$ cat src/rtl/wide_add_pkg.sv
// Shared types and sizing helpers for the wide add/subtract sequencer.
package wide_add_pkg;

    typedef enum logic [1:0] {
        IDLE = 2'd0,
        RUN  = 2'd1,
        DONE = 2'd2
    } state_t;

    localparam int WORD_W = 32;

    // Word-index width; a single-bit index is kept as the floor.
    function automatic int idx_w(input int words);
        return (words > 32'sd1) ? $clog2(words) : 32'sd1;
    endfunction

endpackage

$ cat src/rtl/carry_skip_32bit.sv
// 32-bit carry-skip adder: eight 4-bit ripple blocks, each bypassed when all bits propagate.
module carry_skip_32bit (
    input  logic [31:0] a,
    input  logic [31:0] b,
    input  logic        cin,
    output logic [31:0] sum,
    output logic        cout
);

    logic [31:0] p_s;
    logic [31:0] g_s;

    assign p_s = a ^ b;
    assign g_s = a & b;

    // Ripple within each block; the block carry skips the ripple when the block fully propagates.
    always_comb begin
        logic c_v;
        logic bc_v;
        sum  = 32'd0;
        cout = 1'b0;
        c_v  = 1'b0;
        bc_v = cin;
        for (int k = 0; k < 8; k++) begin
            c_v = bc_v;
            for (int j = 0; j < 4; j++) begin
                sum[4*k+j] = p_s[4*k+j] ^ c_v;
                c_v        = g_s[4*k+j] | (p_s[4*k+j] & c_v);
            end
            bc_v = (&p_s[4*k +: 4]) ? bc_v : c_v;
        end
        cout = bc_v;
    end

endmodule

$ cat src/rtl/wide_add_seq.sv
// WORDS x 32-bit add/subtract sequenced through one shared 32-bit slice, LSW first,
// with valid/ready handshakes on operand and result sides.
module wide_add_seq
    import wide_add_pkg::*;
#(
    parameter int WORDS = 4
) (
    input  logic                  clk,
    input  logic                  rst_n,
    input  logic                  in_valid,
    output logic                  in_ready,
    input  logic [32*WORDS-1:0]   a,
    input  logic [32*WORDS-1:0]   b,
    input  logic                  cin,
    input  logic                  sub,
    output logic                  out_valid,
    input  logic                  out_ready,
    output logic [32*WORDS-1:0]   sum,
    output logic                  cout,
    output logic                  ovf,
    output logic                  busy
);

    localparam int IW = idx_w(WORDS);
    localparam int W  = WORD_W * WORDS;

    state_t          state_r;
    state_t          state_nx_s;
    logic [W-1:0]    opa_r;
    logic [W-1:0]    opb_r;
    logic [W-1:0]    sum_r;
    logic            carry_r;
    logic [IW-1:0]   idx_r;
    logic            cout_r;
    logic            ovf_r;
    logic            in_ready_r;
    logic            out_valid_r;
    logic            busy_r;

    logic [WORD_W-1:0] word_a_s;
    logic [WORD_W-1:0] word_b_s;
    logic [WORD_W-1:0] add_sum_s;
    logic              add_cout_s;
    logic              last_s;

    assign word_a_s = opa_r[WORD_W*int'(idx_r) +: WORD_W];
    assign word_b_s = opb_r[WORD_W*int'(idx_r) +: WORD_W];
    assign last_s   = (idx_r == IW'(WORDS - 1));

    carry_skip_32bit u_slice (
        .a    (word_a_s),
        .b    (word_b_s),
        .cin  (carry_r),
        .sum  (add_sum_s),
        .cout (add_cout_s)
    );

    // Next-state logic.
    always_comb begin
        state_nx_s = state_r;
        case (state_r)
            IDLE: begin
                if (in_valid) state_nx_s = RUN;
                else          state_nx_s = IDLE;
            end
            RUN: begin
                if (last_s) state_nx_s = DONE;
                else        state_nx_s = RUN;
            end
            DONE: begin
                if (out_ready) state_nx_s = IDLE;
                else           state_nx_s = DONE;
            end
            default: state_nx_s = IDLE;
        endcase
    end

    // State register and handshake/status flags, registered from the next state.
    always_ff @(posedge clk or negedge rst_n) begin
        if (!rst_n) begin
            state_r     <= IDLE;
            in_ready_r  <= 1'b1;
            out_valid_r <= 1'b0;
            busy_r      <= 1'b0;
        end else begin
            state_r     <= state_nx_s;
            in_ready_r  <= (state_nx_s == IDLE);
            out_valid_r <= (state_nx_s == DONE);
            busy_r      <= (state_nx_s != IDLE);
        end
    end

    // Operand capture, per-word writeback and final carry/overflow.
    always_ff @(posedge clk or negedge rst_n) begin
        if (!rst_n) begin
            opa_r   <= '0;
            opb_r   <= '0;
            sum_r   <= '0;
            carry_r <= 1'b0;
            idx_r   <= '0;
            cout_r  <= 1'b0;
            ovf_r   <= 1'b0;
        end else begin
            case (state_r)
                IDLE: begin
                    if (in_valid) begin
                        opa_r   <= a;
                        opb_r   <= sub ? ~b : b;
                        carry_r <= sub ? 1'b1 : cin;
                        idx_r   <= '0;
                    end
                end
                RUN: begin
                    sum_r[WORD_W*int'(idx_r) +: WORD_W] <= add_sum_s;
                    carry_r <= add_cout_s;
                    if (last_s) begin
                        cout_r <= add_cout_s;
                        // Operands share a sign but the result does not.
                        ovf_r  <= (opa_r[W-1] == opb_r[W-1]) &&
                                  (add_sum_s[WORD_W-1] != opa_r[W-1]);
                    end else begin
                        idx_r <= idx_r + IW'(1);
                    end
                end
                default: ;
            endcase
        end
    end

    assign in_ready  = in_ready_r;
    assign out_valid = out_valid_r;
    assign busy      = busy_r;
    assign sum       = sum_r;
    assign cout      = cout_r;
    assign ovf       = ovf_r;

endmodule

$ cat config.mk
export PLATFORM = sky130hd
export DESIGN_NAME = wide_add_seq
export DESIGN_NICKNAME = d
export VERILOG_FILES = /design/src/rtl/wide_add_pkg.sv /design/src/rtl/carry_skip_32bit.sv /design/src/rtl/wide_add_seq.sv
export SDC_FILE = /design/constraint.sdc
export NUM_CORES = 1
export LEC_CHECK = 0
export CORE_AREA = 2 2 205 207
export CTS_CLUSTER_DIAMETER = 200
export CTS_CLUSTER_SIZE = 12
export DETAILED_ROUTE_END_ITERATION = 8
export DIE_AREA = 0 0 207 209
export PLACE_DENSITY = 0.67
export SYNTH_ARGS = -nofsm -noshare
export SYNTH_HDL_FRONTEND = slang
export SYNTH_HIERARCHICAL = 1
export SYNTH_SLANG_ARGS = --single-unit
$ cat constraint.sdc
create_clock -name clk -period 20.9 [get_ports clk]
set_input_delay 4.18 -clock clk [delete_from_list [all_inputs] [get_ports clk]]
set_output_delay 4.18 -clock clk [all_outputs]
set_load 0.05 [all_outputs]
==> results_dict.tcl <==
set metrics [dict create \
    port_buffers 394 \
    synth_mux_area_frac 0.1613 \
    synthAdderAreaFrac 0.06061 \
    postRouteAntennaNets 0 \
    syn-mean-instance-area_sq_um 13.55 \
    synth_cell_types 36 \
    numCtsBuffers 38 \
    tns_ns 0 \
    drv_cap 0 \
    grt_max_degree 279 \
    layout_min_cycle_time_ns 16.99 \
    synth_seq_area_share 0.5415 \
    synth_seq_cells 394 \
    status "finished, final reports clean" \
    htree_num_levels 2 \
    total_power_mw 4.372 \
    syn_inst 1344 \
    synth_edf_count 0 \
    grt_pass1_vias 12550 \
    critPathMaxStageDelay_ns 0.71 \
    cellLeakagePower_nw 9.556 \
    io_pins 395 \
    grt_pass1_wl_mm 76.62 \
    firstDrtPassIters 5 \
    die_area_sq_um 43260 \
    antenna_found_initial 11 \
    synth_ff_type "dfrtp_1" \
    netlist_area_sq_um 18210 \
    synth_top_family_by_area "multiplexers" \
    finalSetupViolCount 0 \
    synth_compound_gate_area_share 0.1031 \
    yosys-top-cells-area "dfrtp_1 54%, mux2_2 8.2%, mux4_2 7.9%" \
    rsz0062_at_grt "false" \
    syn_nets 1675 \
    initial_core_util 0.4410 \
    yosysMostFrequentCell "dfrtp_1" \
    clk_pin_slew_ns 0.06 \
    setup.worst_path.class "reg -> reg" \
    drive_above_1_share 0.1560 \
    synth_top_area_cell "dfrtp_1" \
    hold_path.class "reg -> reg" \
    grt_overflow 0 \
    core_sq_um 41290 \
    vdd_drop_max_v 0.0001106 \
    clock_latency_ns 0.54 \
    cts.sinks 394 \
    cts_setup_buffers 0 \
    fmax_mhz 58.85 \
    critPathSlowestCell "dfrtp_4" \
    cp_top_family "adder cells" \
    root_buffer "clkbuf_16" \
    slew_viol_final 0 \
    cts_resized 0 \
    synth_top_area_share 0.5401 \
    drt_iter0_markers 712 \
    cts_tree "yes" \
    critical_path_required_ns 21.35 \
    vias 12083 \
    cts_hold_buf 0 \
    final_area_sq_um 23640 \
    path_buf_inv 6 \
    fin_util 0.5725 \
    grt.total_usage 0.2299 \
    fp.dieW_um 207 \
    worstPathMaxFanout 21 \
    gp_congestion 0.8029 \
    die_y_um 209 \
    period_share 0.8130 \
    hpwl_mm 36.38 \
    end_kind "flop" \
    max_slew.worst_pin.slew_ns 1.099 \
    wl_per_cell_um 21.93 \
    finClkSkew_ns 0.01585 \
    cts_buffer_depth 3 \
    p_per_area_nw_per_um2 185.0 \
    hold_viol_final 0 \
    yosys-top-cells-count "393 x dfrtp_1, 135 x nor2_1, 133 x a21oi_1" \
    drc 0 \
    finalWirelength_mm 49.51 \
    arrival_ns 17.44 \
    placed_cell_area_sq_um 22550 \
    yosys_warnings 6 \
    synthSimpleGateAreaFrac 0.04405 \
    crit_path_start_kind "flop" \
    relSlewSlack 0.2614 \
    vias_per_cell 5.351 \
    synth_xor_area_frac 0.06157 \
    fp-row-count 75 \
    async_reset_ff_frac 1.000 \
    crit_top_cell "fa_1" \
    nets 2032 \
    areaGrowthSynthToFinish_pct 29.82 \
]
==> layout make-up <==
| class | count | area (sq um) |
|---|---|---|
| fillers | 3401 | 17650 |
| multi-input cells | 842 | 7855 |
| diodes | 8 | 20.02 |
| inverters | 12 | 45.04 |
| repair buffers | 413 | 4105 |
| well taps | 539 | 674.4 |
| clock buffers | 50 | 1070 |
| flip-flops and latches | 394 | 9868 |
==> through the flow <==
step | instances | hold WS, ns | setup WS (ns)
2_1_floorplan | 1344 | 0.4706 | 5.243
3_3_place_gp | 2200 | 0.4775 | 4.047
3_5_place_dp | 2200 | 0.4845 | 3.868
4_1_cts | 2250 | 0.4997 | 3.827
5_1_grt | 2258 | 0.5165 | 2.951
6_report | 2258 | 0.4961 | 3.909
==> power by group <==
| part | switching (mW) | leakage (nW) | internal [mW] |
|---|---|---|---|
| registers | 0.212 | 4.78 | 1.10 |
| clock network | 0.278 | 0.522 | 0.353 |
| logic | 1.43 | 4.25 | 0.994 |
| total | 1.92 | 9.56 | 2.45 |
==> kinds of logic after synthesis <==
group / count (synthesis)
AOI/OAI and AO/OA: 272
DFF: 394
muxes: 197
buffers and inverters: 108
adders and majority gates: 69
xor gates and xnor gates: 128
and+or+nand+nor: 176
==> cells in the final DEF, fill, tap and decap left out, drive strengths merged, types with 12 or more instances in the layout <==
cell / instances
mux4: 64
a22o: 124
nor2: 135
clkbuf: 50
fa: 32
inv: 12
a21oi: 133
dfrtp: 393
xnor2: 128
mux2: 132
buf: 21
clkdlybuf4s50: 392
ha: 37
==> per-layer routing <==
metal / GRT usage / up-vias / wire length [um]
met5: 0 / - / 35
met4: 0.05862 / 6 / 771
met3: 0.04223 / 52 / 2770
met2: 0.3534 / 358 / 23240
met1: 0.3391 / 6162 / 22690
li1: - / 5505 / -
==> flip-flops by register name (all words and copies together), names as in the netlist <==
name       count
sum          128
idx_r          2
state_r        2
out_valid      1
in_ready       1
opb_r        128
cout           1
opa_r        128
carry_r        1
busy           1
ovf            1
==> worst paths after layout <==
| path | from | endpoint | slack (ns) | cells after the start |
|---|---|---|---|---|
| setup / recovery | idx_r[0] | ovf | 3.91 | 54 |
| hold / removal | sum[108] | sum[108] | 0.50 | 1 |
| setup reg to reg | idx_r[0] | ovf | 3.91 | 54 |
| hold reg to reg | sum[108] | sum[108] | 0.50 | 1 |
| max in group asynchronous | rst_n | busy | 14.09 | 4 |
| min in group asynchronous | rst_n | opb_r[90] | 3.62 | 1 |
Power figures use the tool's default switching activity.
